File: src/rtl/add16_arbiter_pkg.sv
// -----------------------------------------------------------------------------
// add16_arbiter_pkg
// Shared definitions for the Add16 arbiter slice: datapath word width, the
// arbiter FSM state encoding and the wrap-around add used by the Add16 unit.
// No ports (package).
// -----------------------------------------------------------------------------
package add16_arbiter_pkg;

  localparam int WORD_W = 16;

  typedef logic [WORD_W-1:0] word_t;

  typedef enum logic {
    ARB_IDLE = 1'b0,
    ARB_HOLD = 1'b1
  } arb_state_e;

  // Plain modulo-2^16 add: the carry out is intentionally dropped.
  function automatic word_t add16_wrap(input word_t a, input word_t b);
    return a + b;
  endfunction

endpackage

File: src/rtl/add16_arbiter_if.sv
// -----------------------------------------------------------------------------
// add16_arbiter_if
// Request/response bundle between NUM_REQ requesters, the arbiter and the
// result consumer.
//   req_valid  [NUM_REQ]         requester i presents operands
//   req_a/b    [NUM_REQ*16]      operands, requester i at [16*i +: 16]
//   req_ready  [NUM_REQ]         one-hot or zero, requester i accepted
//   resp_valid / resp_ready      result handshake
//   resp_data  [16]              a + b mod 2^16
//   resp_id    [IDX_W]           requester that produced resp_data
//   busy                         resp_valid | any req_valid
// Modports: slave = arbiter side, master = requesters/consumer side.
// -----------------------------------------------------------------------------
interface add16_arbiter_if #(
  parameter int NUM_REQ = 4
);
  import add16_arbiter_pkg::*;

  localparam int IDX_W = $clog2(NUM_REQ);

  logic [NUM_REQ-1:0]        req_valid;
  logic [NUM_REQ*WORD_W-1:0] req_a;
  logic [NUM_REQ*WORD_W-1:0] req_b;
  logic [NUM_REQ-1:0]        req_ready;
  logic                      resp_valid;
  logic                      resp_ready;
  word_t                     resp_data;
  logic [IDX_W-1:0]          resp_id;
  logic                      busy;

  modport slave (
    input  req_valid, req_a, req_b, resp_ready,
    output req_ready, resp_valid, resp_data, resp_id, busy
  );

  modport master (
    output req_valid, req_a, req_b, resp_ready,
    input  req_ready, resp_valid, resp_data, resp_id, busy
  );

endinterface

File: src/rtl/add16_arbiter_add16.sv
// -----------------------------------------------------------------------------
// add16
// The shared 16-bit adder, purely combinational.
//   a, b  in  16   operands
//   sum   out 16   a + b mod 2^16 (no carry out)
// -----------------------------------------------------------------------------
module add16
  import add16_arbiter_pkg::*;
(
  input  word_t a,
  input  word_t b,
  output word_t sum
);

  assign sum = add16_wrap(a, b);

endmodule

File: src/rtl/add16_arbiter_rr_pick.sv
// -----------------------------------------------------------------------------
// rr_pick
// Combinational rotate-priority selector. Scans req starting at rr_ptr and
// wrapping at NUM_REQ-1 -> 0; the first set bit wins.
//   req           in  NUM_REQ  request vector
//   rr_ptr        in  IDX_W    highest-priority index this cycle
//   grant_onehot  out NUM_REQ  one-hot winner (zero when no request)
//   grant_idx     out IDX_W    winner index (0 when no request)
//   any           out 1        at least one request present
// -----------------------------------------------------------------------------
module rr_pick #(
  parameter int NUM_REQ = 4,
  parameter int IDX_W   = 2
) (
  input  logic [NUM_REQ-1:0] req,
  input  logic [IDX_W-1:0]   rr_ptr,
  output logic [NUM_REQ-1:0] grant_onehot,
  output logic [IDX_W-1:0]   grant_idx,
  output logic               any
);

  int               pos;
  logic [IDX_W-1:0] idx;

  // Walk from the lowest priority offset up to offset 0, so the last hit
  // (the one closest to rr_ptr) overrides all earlier ones.
  always_comb begin
    grant_onehot = '0;
    grant_idx    = '0;
    any          = |req;
    pos          = 0;
    idx          = '0;
    for (int k = NUM_REQ - 1; k >= 0; k--) begin
      pos = int'(rr_ptr) + k;
      if (pos >= NUM_REQ) begin
        pos = pos - NUM_REQ;
      end
      idx = IDX_W'(pos);
      if (req[idx]) begin
        grant_onehot      = '0;
        grant_onehot[idx] = 1'b1;
        grant_idx         = idx;
      end
    end
  end

endmodule

File: src/rtl/add16_arbiter.sv
// -----------------------------------------------------------------------------
// add16_arbiter
// Shares one Add16 between NUM_REQ requesters with round-robin grant and a
// registered result stage that sustains one addition per clock under
// resp_ready, and freezes the held result under backpressure.
//   clk    in  1   rising-edge clock
//   rst_n  in  1   asynchronous active-low reset
//   bus    slave modport of add16_arbiter_if (request/response bundle)
// -----------------------------------------------------------------------------
module add16_arbiter
  import add16_arbiter_pkg::*;
#(
  parameter int NUM_REQ = 4
) (
  input  logic            clk,
  input  logic            rst_n,
  add16_arbiter_if.slave  bus
);

  localparam int IDX_W = $clog2(NUM_REQ);

  if (NUM_REQ < 2 || NUM_REQ > 8) begin : g_bad_num_req
    $error("add16_arbiter: NUM_REQ must be in 2..8");
  end

  arb_state_e       state_q, state_d;
  word_t            resp_data_q, resp_data_d;
  logic [IDX_W-1:0] resp_id_q, resp_id_d;
  logic [IDX_W-1:0] rr_ptr_q, rr_ptr_d;

  logic [NUM_REQ-1:0] grant_onehot;
  logic [IDX_W-1:0]   win_idx;
  logic               any_req;
  logic               accept_ok;
  logic               grant;
  word_t              op_a, op_b, sum;

  rr_pick #(
    .NUM_REQ (NUM_REQ),
    .IDX_W   (IDX_W)
  ) u_rr_pick (
    .req          (bus.req_valid),
    .rr_ptr       (rr_ptr_q),
    .grant_onehot (grant_onehot),
    .grant_idx    (win_idx),
    .any          (any_req)
  );

  assign op_a = bus.req_a[win_idx*WORD_W +: WORD_W];
  assign op_b = bus.req_b[win_idx*WORD_W +: WORD_W];

  add16 u_add16 (
    .a   (op_a),
    .b   (op_b),
    .sum (sum)
  );

  // The output slot can take a new result when empty, or when the held one
  // retires on this very edge (no bubble between back-to-back results).
  assign accept_ok     = (state_q == ARB_IDLE) || bus.resp_ready;
  assign grant         = accept_ok && any_req;
  assign bus.req_ready = grant ? grant_onehot : '0;

  always_comb begin
    state_d     = state_q;
    resp_data_d = resp_data_q;
    resp_id_d   = resp_id_q;
    rr_ptr_d    = rr_ptr_q;
    if (grant) begin
      state_d     = ARB_HOLD;
      resp_data_d = sum;
      resp_id_d   = win_idx;
      // Priority moves just past the winner; idle cycles leave it alone.
      rr_ptr_d    = (win_idx == IDX_W'(NUM_REQ - 1)) ? '0 : win_idx + 1'b1;
    end else if (state_q == ARB_HOLD && bus.resp_ready) begin
      state_d = ARB_IDLE;
    end
  end

  always_ff @(posedge clk or negedge rst_n) begin
    if (!rst_n) begin
      state_q     <= ARB_IDLE;
      resp_data_q <= '0;
      resp_id_q   <= '0;
      rr_ptr_q    <= '0;
    end else begin
      state_q     <= state_d;
      resp_data_q <= resp_data_d;
      resp_id_q   <= resp_id_d;
      rr_ptr_q    <= rr_ptr_d;
    end
  end

  assign bus.resp_valid = (state_q == ARB_HOLD);
  assign bus.resp_data  = resp_data_q;
  assign bus.resp_id    = resp_id_q;
  assign bus.busy       = bus.resp_valid || (|bus.req_valid);

endmodule

File: src/flat_wrapper.sv
// flat-port wrapper written by rule: the top's interface ports become plain ports
module add16_arbiter_flat import add16_arbiter_pkg::*;
#(
  parameter int NUM_REQ = 4
)
  (clk, rst_n, bus_req_valid, bus_req_a, bus_req_b, bus_resp_ready, bus_req_ready, bus_resp_valid, bus_resp_data, bus_resp_id, bus_busy);
  add16_arbiter_if #(.NUM_REQ(NUM_REQ)) bus_i ();
  input  logic clk;
  input  logic rst_n;
  input wire logic [$bits(bus_i.req_valid)-1:0] bus_req_valid;
  input wire logic [$bits(bus_i.req_a)-1:0] bus_req_a;
  input wire logic [$bits(bus_i.req_b)-1:0] bus_req_b;
  input wire logic [$bits(bus_i.resp_ready)-1:0] bus_resp_ready;
  output wire logic [$bits(bus_i.req_ready)-1:0] bus_req_ready;
  output wire logic [$bits(bus_i.resp_valid)-1:0] bus_resp_valid;
  output wire logic [$bits(bus_i.resp_data)-1:0] bus_resp_data;
  output wire logic [$bits(bus_i.resp_id)-1:0] bus_resp_id;
  output wire logic [$bits(bus_i.busy)-1:0] bus_busy;
  assign bus_i.req_valid = bus_req_valid;
  assign bus_i.req_a = bus_req_a;
  assign bus_i.req_b = bus_req_b;
  assign bus_i.resp_ready = bus_resp_ready;
  assign bus_req_ready = bus_i.req_ready;
  assign bus_resp_valid = bus_i.resp_valid;
  assign bus_resp_data = bus_i.resp_data;
  assign bus_resp_id = bus_i.resp_id;
  assign bus_busy = bus_i.busy;
  add16_arbiter #(.NUM_REQ(NUM_REQ)) u_core (.clk(clk), .rst_n(rst_n), .bus(bus_i));
endmodule
File: config.mk
export PLATFORM = sky130hd
export DESIGN_NAME = add16_arbiter_flat
export DESIGN_NICKNAME = d
export VERILOG_FILES = /design/src/rtl/add16_arbiter_pkg.sv /design/src/rtl/add16_arbiter_if.sv /design/src/rtl/add16_arbiter_add16.sv /design/src/rtl/add16_arbiter_rr_pick.sv /design/src/rtl/add16_arbiter.sv /design/src/flat_wrapper.sv
export SDC_FILE = /design/constraint.sdc
export NUM_CORES = 1
export LEC_CHECK = 0
export ABC_AREA = 1
export ABC_CLOCK_PERIOD_IN_PS = 7050
export CORE_UTILIZATION = 45
export CTS_CLUSTER_SIZE = 10
export DETAILED_ROUTE_END_ITERATION = 16
export PLACE_DENSITY_LB_ADDON = 0.08
export SETUP_SLACK_MARGIN = 0.2
export SLEW_MARGIN = 10
export SYNTH_ARGS = -nofsm -noshare
export SYNTH_HDL_FRONTEND = slang
export SYNTH_HIERARCHICAL = 1
export SYNTH_SLANG_ARGS = --single-unit
File: constraint.sdc
create_clock -name clk -period 7.05 [get_ports clk]
set_input_delay 1.41 -clock clk [delete_from_list [all_inputs] [get_ports clk]]
set_output_delay 1.41 -clock clk [all_outputs]
set_load 0.01 [all_outputs]
==> load_flow_metrics.sql, run 1 <==
INSERT INTO impl_metrics (metric_group, metric, value, unit) VALUES
('status', 'run_status', 'complete, no violations', ''),
('timing', 'maxSlewHeadroom', '32.3', '%'),
('floorplanning', 'core', '0.00822', 'mm^2'),
('clock_network', 'clk_pin_slew', '0.07', 'ns'),
('route', 'avgRoutedWirePerCell', '11.1', 'um'),
('yosys', 'synth_warnings', '6', ''),
('min_path', 'hold_path.class', 'flop to flop', ''),
('worst_setup_path', 'worstPathRequired', '7.20', 'ns'),
('route', 'initialDrtViolationCount', '172', ''),
('floorplanning', 'initial_core_util', '46.7', '%'),
('grt', 'grt_start_max_net_pins', '68', ''),
('clock_network', 'tritoncts', 'done', ''),
('placed_design', 'place.detailed.hpwl', '9100', 'um'),
('yosys', 'synthDominantCellAreaShare', '28.5', '%'),
('yosys', 'synth_seq_cells', '21', ''),
('route', 'dr.pass1.iters', '5', ''),
('yosys', 'post_synth_most_frequent_cells', 'nand2_1, inv_1, nand3_1', ''),
('yosys', 'number_of_enable_type_register_cells_in_the_synthesized_netlist', '0', ''),
('route', 'drc', '0', ''),
('worst_setup_path', 'critPathTopFamily', 'simple AND/OR/NAND/NOR gates', ''),
('placed_design', 'finalWeightedCongestion', '0.911', ''),
('grt', 'grt_first_pass_wirelength', '18400', 'um'),
('cells_and_area', 'area_growth_syn_to_layout', '42.8', '%'),
('timing', 'totalNegativeSetupSlack', '0', 'ns'),
('yosys', 'synth.lib_cells_used.distinct', '30', ''),
('timing', 'grt_setup_unrepaired', 'false', ''),
('clock_network', 'cts_made_buffers', '3', ''),
('worst_setup_path', 'crit_path_cell_trace', 'clkdlybuf4s50_1 -> inv_1 -> nand2_1 -> nand3_2 -> nand3_1 -> nand3_1 -> nand3_1 -> nand2_1 -> buf_4 -> inv_1 -> nand3_1 -> nand2_1 -> ha_1 -> fa_1 -> nand2_1 -> nand2_1 -> and2_4 -> nand3_1 -> nand3_1 -> nand2_1 -> nand2_1 -> nand3_1 -> nand2_1', ''),
('worst_setup_path', 'worstSetupStartpointType', 'primary input', ''),
('clock_network', 'ctsHoldBuffers', '0', ''),
('timing', 'tightest_slew', '1.01', 'ns'),
('grt', 'grt_overflow_total', '0', ''),
('grt', 'overall_routing_resource_usage', '25.3', '%'),
('worst_setup_path', 'r2r_start', 'u_core/rr_ptr_q[0]', ''),
('worst_setup_path', 'worst_path_most_repeated_cell', 'nand2_1', ''),
('yosys', 'netlist_area', '0.00384', 'mm^2'),
('placed_design', 'io_buffer_count', '158', ''),
('min_path', 'hp-start', 'u_core/bus.resp_data[4]', ''),
('yosys', 'yosysMostFrequentCell', 'nand2_1', ''),
('worst_setup_path', 'worstPathBufferInverterCount', '4', ''),
('yosys', 'netlist.top_cell.by_area', 'nand2_1', ''),
('yosys', 'yosysSeqAreaShare', '13.7', '%'),
('worst_setup_path', 'slack_of_the_worst_reg_to_reg_path', '2.66', 'ns'),
('worst_setup_path', 'critPathCaptureType', 'flop', ''),
('floorplanning', 'die_y', '94.4', 'um'),
('yosys', 'synth_async_sr_flop_share', '100', '%'),
('floorplanning', 'fp.dieArea', '0.00890', 'mm^2'),
('grt', 'grt_antenna_before_repair', '0', ''),
('route', 'post_detailed_route_count_of_antenna_violating_nets', '0', ''),
('cells_and_area', 'antenna-diode-count', '0', ''),
('yosys', 'synth_area_per_cell', '5.21', 'um^2'),
('clock_network', 'clk-insertion-delay-late', '0.25', 'ns'),
('yosys', 'synth_cells', '737', ''),
('floorplanning', 'ioPinCount', '159', ''),
('worst_setup_path', 'critPathKind', 'primary input to flop', ''),
('route', 'route.detailed.vias_per_inst', '4.78', ''),
('timing', 'fin_crit', '5.00', 'ns'),
('floorplanning', 'die_width', '94.4', 'um'),
('cells_and_area', 'fin_nets', '1038', ''),
('worst_setup_path', 'critical_path_peak_fanout', '35', ''),
('route', 'dr_total_vias', '4691', ''),
('min_path', 'min_delay_path_depth', '2', ''),
('worst_setup_path', 'reg2reg_to', 'u_core/bus.resp_data[12]', ''),
('timing', 'fmax', '200', 'MHz'),
('clock_network', 'cts_setup_buffers', '0', ''),
('worst_setup_path', 'slowest_delay', '0.54', 'ns'),
('grt', 'via_count_of_the_first_global_routing_pass', '4328', ''),
('worst_setup_path', 'worst_r2r_path_depth', '23', ''),
('cells_and_area', 'fill_cells', '777', ''),
('timing', 'skew', '0.00215', 'ns'),
('worst_setup_path', 'crit_path_dat', '5.14', 'ns');
## final cells by class
| type | count | area (um^2) | share of cell area [%] |
|---|---|---|---|
| Inverter | 184 | 696 | 12.7 |
| Tap cell | 105 | 131 | 2.40 |
| Multi-Input combinational cell | 506 | 2470 | 45.1 |
| Timing Repair Buffer | 162 | 1610 | 29.4 |
| Clock buffer | 4 | 45.0 | 0.822 |
| Sequential cell | 21 | 526 | 9.59 |
## registers in the layout, summed over array words and instances, names as in the netlist
name / count
u_core/rr_ptr_q: 2
u_core/bus.resp_id: 2
u_core/bus.resp_data: 16
u_core/bus.resp_valid: 1
## worst register-to-register path, stage by stage, from the launching register on
cell	delay (ns)
dfrtp_1	0.59
inv_2	0.21
ha_1	0.38
inv_1	0.10
nand3_2	0.11
nand2_4	0.13
inv_4	0.07
a21oi_1	0.24
o21ai_4	0.08
inv_2	0.68
nand2_1	0.15
nand3_1	0.11
nand2_1	0.07
ha_1	0.24
fa_1	0.43
nand2_1	0.09
nand2_1	0.07
and2_4	0.15
nand3_1	0.08
nand3_1	0.08
nand2_1	0.06
nand2_1	0.04
nand3_1	0.07
nand2_1	0.07
## per-layer routing
metal	track usage, %	part of all wire [%]
met1	32.2	45
met2	45.9	48
met3	1.85	5.5
met4	6.41	1.8
met5	0	0
## metrics by stage
step	worst slack [ns]	util (%)	hold WS (ns)	cells	cell area, um^2
floorplan	3.02	-	0.507	737	3840
global placement	1.95	66.1	0.455	978	5440
detailed placement	1.82	66.1	0.461	978	5440
CTS	2.09	66.7	0.477	982	5480
global route	1.72	66.7	0.501	982	5480
finish	2.05	66.7	0.477	982	5480
## how the worst max path moves through the flow
stage | start | endpoint | slack, ns | cells past startpoint
final | bus_req_valid[1] | u_core/bus.resp_data[12] | 2.05 | 23
after global routing | bus_req_valid[2] | u_core/bus.resp_data[8] | 1.72 | 22
after CTS | bus_req_valid[2] | u_core/bus.resp_data[8] | 2.09 | 22
after detailed placement | bus_req_valid[1] | u_core/bus.resp_data[8] | 1.82 | 22
after global placement | bus_req_valid[2] | u_core/bus.resp_data[14] | 1.95 | 23
after floorplan | bus_req_valid[0] | u_core/bus.resp_data[8] | 3.02 | 22
## logic make-up (layout without fill, tap and decap cells)
logic type	after synthesis	in the layout	synth area share, %
buffers and inverters	210	350	22.2
and+or+nand+nor	458	458	51.9
AOI/OAI and AO/OA	15	15	2.05
xor gates and xnor gates	8	8	1.83
adders and majority gates	25	25	8.34
DFF	21	21	13.7
## placed cells by master (no fill, tap or decap), types with 2 or more instances in the layout
cell,instances
a21oi_1,11
buf_4,4
clkbuf_8,3
clkdlybuf4s50_1,158
dfrtp_1,21
ha_1,24
inv_1,175
inv_2,7
inv_4,2
nand2_1,291
nand2_2,13
nand2_4,4
nand3_1,103
nand3_2,3
nand3b_1,2
nand4_1,2
nor2_1,30
nor3_2,3
o21ai_1,2
or2_1,2
xnor2_1,2
xor2_1,6
Power of run 1 is left out: the tool's default activity adds up to more than one toggle a clock period on the data nets, which glitch-free logic cannot reach.
==> inputs of run 2 (changes only) <==
--- a/config.mk
+++ b/config.mk
@@ -6,7 +6,7 @@
 export NUM_CORES = 1
 export LEC_CHECK = 0
 export ABC_AREA = 1
-export ABC_CLOCK_PERIOD_IN_PS = 7050
+export ABC_CLOCK_PERIOD_IN_PS = 5000
 export CORE_UTILIZATION = 45
 export CTS_CLUSTER_SIZE = 10
 export DETAILED_ROUTE_END_ITERATION = 16
==> constraint.sdc (replaced) <==
create_clock -name clk -period 5 [get_ports clk]
set_input_delay 1 -clock clk [delete_from_list [all_inputs] [get_ports clk]]
set_output_delay 1 -clock clk [all_outputs]
set_load 0.01 [all_outputs]
==> run 2 against run 1 <==
Worst hold slack worse by 0.0039 ns. Setup slack got worse by 1.4 ns. Die area did not move. Critical endpoint is now u_core/bus.resp_data[9]. Wire length is 1.7% higher. Highest routed layer unchanged.
==> load_flow_metrics.sql, run 2 (synthesis gave the netlist of run 1 again) <==
INSERT INTO impl_metrics (metric_group, metric, value, unit) VALUES
('floorplanning', 'die_width', '94.4', 'um'),
('worst_setup_path', 'worstPathBufferInverterCount', '4', ''),
('route', 'totalWireLength', '11100', 'um'),
('timing', 'maxSlewHeadroom', '33.8', '%'),
('timing', 'fin_crit', '4.39', 'ns'),
('worst_setup_path', 'crit_path_cell_trace', 'clkdlybuf4s50_1 -> inv_2 -> o21ai_1 -> nand2_1 -> nand2_4 -> nor2_2 -> o21ai_1 -> o21ai_4 -> inv_2 -> buf_12 -> nand2_1 -> nand3_1 -> nand2_1 -> ha_1 -> or2_1 -> nand3b_1 -> nand2_2 -> nand2_1 -> nand2_1 -> nand2_1 -> nand2_1 -> nand3_1 -> nand2_1', ''),
('floorplanning', 'die_y', '94.4', 'um'),
('worst_setup_path', 'reg2reg_to', 'u_core/bus.resp_data[12]', ''),
('placed_design', 'io_buffer_count', '158', ''),
('floorplanning', 'core', '0.00822', 'mm^2'),
('clock_network', 'root_buffer', 'clkbuf_8', ''),
('timing', 'timing.final.hold_violations', '0', ''),
('grt', 'grt_start_max_net_pins', '68', ''),
('placed_design', 'finalWeightedCongestion', '0.956', ''),
('grt', 'grt_first_pass_wirelength', '18700', 'um'),
('min_path', 'min_delay_path_depth', '2', ''),
('floorplanning', 'initial_core_util', '46.7', '%'),
('cells_and_area', 'stdcell_count', '983', ''),
('timing', 'totalNegativeSetupSlack', '0', 'ns'),
('timing', 'timing_max_transition_violations_final', '0', ''),
('min_path', 'hold_path.class', 'flop to flop', ''),
('clock_network', 'cts_made_buffers', '3', ''),
('min_path', 'hp-start', 'u_core/bus.resp_data[4]', ''),
('timing', 'tightest_slew', '0.992', 'ns'),
('route', 'post_detailed_route_count_of_antenna_violating_nets', '0', ''),
('worst_setup_path', 'worst_path_most_repeated_cell', 'nand2_1', ''),
('placed_design', 'placed_insts', '979', ''),
('route', 'initialDrtViolationCount', '180', ''),
('route', 'drc', '0', ''),
('clock_network', 'clk_pin_slew', '0.07', 'ns'),
('route', 'route.detailed.vias_per_inst', '4.72', ''),
('worst_setup_path', 'critPathTopFamily', 'simple AND/OR/NAND/NOR gates', ''),
('cells_and_area', 'mostFrequentLayoutCell', 'nand2_1', ''),
('clock_network', 'cts-resized-gates', '0', ''),
('clock_network', 'numClockSinks', '21', ''),
('cells_and_area', 'fill_cells', '806', ''),
('timing', 'skew', '0.00120', 'ns'),
('cells_and_area', 'fin_nets', '1039', ''),
('worst_setup_path', 'worstPathRequired', '5.14', 'ns'),
('grt', 'grt_antenna_before_repair', '0', ''),
('cells_and_area', 'area_growth_syn_to_layout', '43.3', '%'),
('worst_setup_path', 'critPathSlowestCell', 'clkdlybuf4s50_1', ''),
('clock_network', 'ctsHoldBuffers', '0', ''),
('timing', 'fmax', '228', 'MHz'),
('worst_setup_path', 'critical_path_peak_fanout', '40', ''),
('status', 'run_status', 'complete, no violations', ''),
('floorplanning', 'fp.dieArea', '0.00890', 'mm^2'),
('cells_and_area', 'flip_flop_count_of_the_largest_register_after_layout', '16', ''),
('cells_and_area', 'antenna-diode-count', '0', ''),
('job', 'maxCapViolCount', '0', ''),
('clock_network', 'cts.path.max_buffers', '2', ''),
('cells_and_area', 'most-common-layout-cells', 'nand2_1, inv_1, clkdlybuf4s50_1', ''),
('worst_setup_path', 'worstSetupStartpointType', 'primary input', ''),
('worst_setup_path', 'crit_path_dat', '4.53', 'ns'),
('worst_setup_path', 'critPathCaptureType', 'flop', ''),
('route', 'dr_total_vias', '4636', ''),
('timing', 'grt_setup_unrepaired', 'false', ''),
('worst_setup_path', 'slack_of_the_worst_reg_to_reg_path', '0.84', 'ns'),
('floorplanning', 'fp-row-count', '33', ''),
('worst_setup_path', 'worst_r2r_path_depth', '24', ''),
('clock_network', 'clk-insertion-delay-late', '0.25', 'ns'),
('worst_setup_path', 'r2r_start', 'u_core/rr_ptr_q[0]', ''),
('grt', 'overall_routing_resource_usage', '25.6', '%'),
('floorplanning', 'ioPinCount', '159', ''),
('clock_network', 'tritoncts', 'done', ''),
('worst_setup_path', 'cp-startpoint', 'bus_req_valid[2]', ''),
('timing', 'min_period_over_period', '87.7', '%'),
('route', 'avgRoutedWirePerCell', '11.3', 'um'),
('clock_network', 'cts_setup_buffers', '0', ''),
('route', 'dr.pass1.iters', '5', ''),
('grt', 'grt_overflow_total', '0', ''),
('timing', 'report.final.setup_viol', '0', ''),
('worst_setup_path', 'critPathKind', 'primary input to flop', ''),
('placed_design', 'place.detailed.hpwl', '9350', 'um'),
('cells_and_area', 'drive_above_1_share', '5.13', '%'),
('min_path', 'min_to', 'u_core/bus.resp_data[4]', ''),
('clock_network', 'clock_tree.htree_level_count', '1', ''),
('worst_setup_path', 'slowest_delay', '0.50', 'ns'),
('grt', 'via_count_of_the_first_global_routing_pass', '4320', '');
==> run 2: cell count changes in the layout (fill, tap and decap cells not counted), sizes merged <==
cell	previous run	this run
buf	4	5
==> run 2: area by class of cell <==
cell class	count	area (um^2)	share of cell area, %
multi-input cells	506	2470	44.9
repair buffers	163	1630	29.7
inverters	184	696	12.6
flip-flops and latches	21	526	9.55
well taps	105	131	2.39
clock buffers	4	45.0	0.819
==> run 2: worst max path at each step <==
stage / slack (ns) / end / cells after the start
detailed placement: 0.36 / u_core/bus.resp_data[14] / 23
global route: 0.24 / u_core/bus.resp_data[13] / 24
finish: 0.61 / u_core/bus.resp_data[9] / 23
floorplan: 1.38 / u_core/bus.resp_data[8] / 22
global placement: 0.53 / u_core/bus.resp_data[14] / 23
CTS: 0.61 / u_core/bus.resp_data[14] / 23
==> run 2: metrics by stage <==
| step | hold WS [ns] | utilization, % | area, um^2 | worst slack, ns |
|---|---|---|---|---|
| global route | 0.495 | 66.9 | 5500 | 0.243 |
| CTS | 0.476 | 66.9 | 5500 | 0.608 |
| finish | 0.473 | 66.9 | 5500 | 0.614 |
| global placement | 0.456 | 66.4 | 5460 | 0.530 |
| floorplan | 0.507 | - | 3840 | 1.38 |
| detailed placement | 0.458 | 66.4 | 5460 | 0.362 |
==> run 2: worst min-delay path: stages (launching register included) <==
cell     delay (ns)
dfrtp_1        0.35
nand2_1        0.05
nand2_1        0.04
==> run 2: layer usage <==
metal / vias up / part of all wire, % / global-route usage, %
met5: - / 0 / 0
met3: 14 / 5.4 / 2.17
met4: 0 / 1.5 / 6.15
li1: 2448 / - / -
met2: 164 / 47 / 44.7
met1: 2010 / 46 / 33.7
Power of run 2 is left out for the same reason.
==> inputs of run 3 (changes only) <==
--- a/config.mk
+++ b/config.mk
@@ -5,9 +5,8 @@
 export SDC_FILE = /design/constraint.sdc
 export NUM_CORES = 1
 export LEC_CHECK = 0
-export ABC_AREA = 1
-export ABC_CLOCK_PERIOD_IN_PS = 5000
-export CORE_UTILIZATION = 45
+export ABC_AREA = 0
+export CORE_UTILIZATION = 40
 export CTS_CLUSTER_SIZE = 10
 export DETAILED_ROUTE_END_ITERATION = 16
 export PLACE_DENSITY_LB_ADDON = 0.08
==> run 3 against run 2 <==
Synthesized cell count fell by 64%. Synthesized area is 23% lower. Cell count is 43% lower. Global-route usage shrank 0.27 points. Register-to-register slack worse by 0.34 ns. Critical path depth shrank 8. Non-clock buffer count increased by 53. Setup slack lost 0.31 ns. Clock-buffer cell count unchanged. Sequential share of layout area increased by 0.72 points. Worst hold slack gained 0.035 ns. Final area down 6.8%.
==> load_flow_metrics.sql, run 3 <==
INSERT INTO impl_metrics (metric_group, metric, value, unit) VALUES
('timing', 'tightest_slew', '0.988', 'ns'),
('power_and_ir_drop', 'ir_drop', '0.371', 'mV'),
('cells_and_area', 'mostFrequentLayoutCell', 'clkdlybuf4s50_1', ''),
('timing', 'fmax', '213', 'MHz'),
('yosys', 'synth_cells', '263', ''),
('yosys', 'number_of_enable_type_register_cells_in_the_synthesized_netlist', '0', ''),
('cells_and_area', 'area_growth_syn_to_layout', '74.5', '%'),
('cells_and_area', 'fill_cells', '526', ''),
('floorplanning', 'ioPinCount', '159', ''),
('grt', 'grt_antenna_before_repair', '0', ''),
('floorplanning', 'die_width', '87.7', 'um'),
('worst_setup_path', 'worstSetupStartpointType', 'primary input', ''),
('min_path', 'hold_path.class', 'flop to flop', ''),
('clock_network', 'tritoncts', 'done', ''),
('yosys', 'yosysMostFrequentCell', 'mux4_2', ''),
('yosys', 'yosys-top-cells-area', 'mux4_2, dfrtp_1, ha_1, mux2_2, mux4_1', ''),
('timing', 'timing_max_transition_violations_final', '0', ''),
('route', 'route.detailed.vias_per_inst', '5.37', ''),
('power_and_ir_drop', 'power-per-cell-area', '899', 'mW/mm^2'),
('worst_setup_path', 'critPathSlowestCell', 'mux4_2', ''),
('job', 'maxCapViolCount', '0', ''),
('clock_network', 'cts_made_buffers', '3', ''),
('yosys', 'netlist_area', '0.00294', 'mm^2'),
('route', 'post_detailed_route_count_of_antenna_violating_nets', '0', ''),
('clock_network', 'numClockSinks', '21', ''),
('power_and_ir_drop', 'report.power.total', '4610', 'uW'),
('clock_network', 'root_buffer', 'clkbuf_8', ''),
('worst_setup_path', 'crit_path_cell_trace', 'buf_4 -> mux4_2 -> a311o_1 -> o32ai_4 -> buf_12 -> mux4_2 -> ha_4 -> fa_2 -> a21o_4 -> a311oi_4 -> o21ai_2 -> buf_4 -> buf_4 -> xor2_1 -> mux2_4', ''),
('clock_network', 'clk_pin_slew', '0.07', 'ns'),
('clock_network', 'clock_tree.htree_level_count', '1', ''),
('yosys', 'synth.lib_cells_used.distinct', '51', ''),
('cells_and_area', 'stdcell_count', '563', ''),
('grt', 'grt_start_max_net_pins', '22', ''),
('placed_design', 'io_buffer_count', '158', ''),
('clock_network', 'cts.path.max_buffers', '2', ''),
('yosys', 'synthDominantCellAreaShare', '23.0', '%'),
('timing', 'report.final.setup_viol', '0', ''),
('route', 'totalWireLength', '9620', 'um'),
('floorplanning', 'core', '0.00694', 'mm^2'),
('timing', 'grt_setup_unrepaired', 'false', ''),
('floorplanning', 'initial_core_util', '42.3', '%'),
('yosys', 'synth_seq_cells', '21', ''),
('worst_setup_path', 'critPathKind', 'primary input to flop', ''),
('timing', 'fin_crit', '4.70', 'ns'),
('power_and_ir_drop', 'static-leakage-power', '0.00206', 'uW'),
('cells_and_area', 'drive_above_1_share', '29.6', '%'),
('worst_setup_path', 'worstPathRequired', '5.14', 'ns'),
('worst_setup_path', 'worst_path_most_repeated_cell', 'buf_4', ''),
('yosys', 'synth_area_per_cell', '11.2', 'um^2'),
('yosys', 'yosysSeqAreaShare', '17.9', '%'),
('grt', 'grt_first_pass_wirelength', '15100', 'um'),
('cells_and_area', 'antenna-diode-count', '0', ''),
('cells_and_area', 'fin_nets', '628', ''),
('placed_design', 'placed_insts', '555', ''),
('timing', 'timing.final.hold_violations', '0', ''),
('grt', 'via_count_of_the_first_global_routing_pass', '3173', ''),
('yosys', 'post_synth_most_frequent_cells', 'mux4_2, a21oi_1, ha_1', ''),
('route', 'initialDrtViolationCount', '125', ''),
('timing', 'totalNegativeSetupSlack', '0', 'ns'),
('worst_setup_path', 'critPathCaptureType', 'flop', ''),
('worst_setup_path', 'slowest_delay', '0.53', 'ns'),
('worst_setup_path', 'worst_r2r_path_depth', '15', ''),
('timing', 'skew', '0.00686', 'ns'),
('placed_design', 'finalWeightedCongestion', '0.931', ''),
('status', 'run_status', 'complete, no violations', ''),
('grt', 'grt_overflow_total', '0', ''),
('timing', 'whs', '0.508', 'ns'),
('cells_and_area', 'most-common-layout-cells', 'clkdlybuf4s50_1, buf_4, mux4_2', ''),
('worst_setup_path', 'crit_path_dat', '4.84', 'ns'),
('min_path', 'min_delay_path_depth', '1', ''),
('worst_setup_path', 'critical_path_peak_fanout', '8', ''),
('floorplanning', 'fp-row-count', '30', ''),
('cells_and_area', 'flip_flop_count_of_the_largest_register_after_layout', '16', ''),
('placed_design', 'dpl_worst_slack', '-0.324', 'ns'),
('yosys', 'syn-num-nets', '423', ''),
('route', 'dr_total_vias', '3025', ''),
('timing', 'min_period_over_period', '94.0', '%'),
('yosys', 'netlist.top_cell.by_area', 'mux4_2', ''),
('placed_design', 'place.detailed.hpwl', '8220', 'um'),
('yosys', 'synth_async_sr_flop_share', '100', '%'),
('route', 'dr.pass1.iters', '4', ''),
('timing', 'setup_slack', '0.300', 'ns'),
('floorplanning', 'fp.dieArea', '0.00769', 'mm^2'),
('floorplanning', 'die_y', '87.7', 'um'),
('yosys', 'yosys_most_used_dff', 'dfrtp_1', ''),
('cells_and_area', 'ff_latch_area', '527', 'um^2'),
('timing', 'maxSlewHeadroom', '33.9', '%'),
('worst_setup_path', 'slack_of_the_worst_reg_to_reg_path', '0.50', 'ns'),
('grt', 'overall_routing_resource_usage', '25.3', '%'),
('route', 'avgRoutedWirePerCell', '17.1', 'um'),
('yosys', 'synth_warnings', '6', ''),
('clock_network', 'ctsHoldBuffers', '0', ''),
('cells_and_area', 'multiInputGateArea', '0.00233', 'mm^2'),
('clock_network', 'clk-insertion-delay-late', '0.26', 'ns'),
('route', 'drc', '0', '');
[run 3: worst paths after layout]
kind                                     startpoint                        to
max in group asynchronous                     rst_n        u_core/rr_ptr_q[1]
setup reg to reg                 u_core/rr_ptr_q[1]   u_core/bus.resp_data[8]
min in group asynchronous                     rst_n     u_core/bus.resp_valid
setup / recovery                   bus_req_valid[3]   u_core/bus.resp_data[8]
hold / removal             u_core/bus.resp_data[10]  u_core/bus.resp_data[10]
hold reg to reg            u_core/bus.resp_data[10]  u_core/bus.resp_data[10]
[run 3: cell type report]
type	instances	area share, %
inverter	8	0.586
multi-input combinational	218	45.4
sequential	21	10.3
tap	96	2.34
timing repair buffer	216	40.5
clock buffer	4	0.879
[run 3: report_power, final]
part           leakage (uW)  internal (uW)  switching, uW
Combinational       0.00179           2320           1830
Clock             0.0000228           56.7           56.1
Sequential         0.000242            274           67.9
Total               0.00206           2660           1950
[run 3: repair_timing]
item | CTS | global route
cloned | 1 | 0
endpoints found under the setup margin | 10 | 8
gates resized for setup | 16 | 15
buffers inserted | 3 | 0
pin swaps | 10 | 7
[run 3: through the flow]
step | util (%) | area, um^2
4_1_cts | 73.5 | 5100
6_report | 73.8 | 5130
3_3_place_gp | 71.8 | 4990
5_1_grt | 73.8 | 5130
2_1_floorplan | - | 2990
3_5_place_dp | 71.8 | 4990
[run 3: critical path: cells and delay by family]
kind | cells | cell delay [ns]
AO/OA/AOI/OAI | 5 | 1.34
XOR/XNOR | 1 | 0.13
adder cells (fa/ha/maj) | 2 | 0.54
buffers and inverters | 4 | 0.57
multiplexers | 3 | 1.25
[run 3: cells by family (layout without fill, tap and decap cells)]
family | count (synthesis) | in the layout | share of synthesized area [%]
AO/OA/AOI/OAI | 61 | 61 | 14.2
flip-flops | 21 | 21 | 17.9
buffers and inverters | 24 | 228 | 5.75
XOR/XNOR | 15 | 15 | 4.47
AND/OR/NAND/NOR | 57 | 57 | 9.88
multiplexers | 60 | 60 | 36.9
adder cells (fa/ha/maj) | 25 | 25 | 10.9
[run 3: metal layers]
| layer | GRT usage [%] | part of all wire (%) | routed length [um] | up-vias |
|---|---|---|---|---|
| met1 | 30.8 | 40 | 3830 | 1439 |
| li1 | - | - | - | 1454 |
| met3 | 4.90 | 5.7 | 544 | 18 |
| met5 | 0 | 0 | 0 | - |
| met4 | 7.75 | 2.2 | 215 | 0 |
| met2 | 45.0 | 52 | 5030 | 114 |
Note: power is estimated with default switching activity, not from simulation.
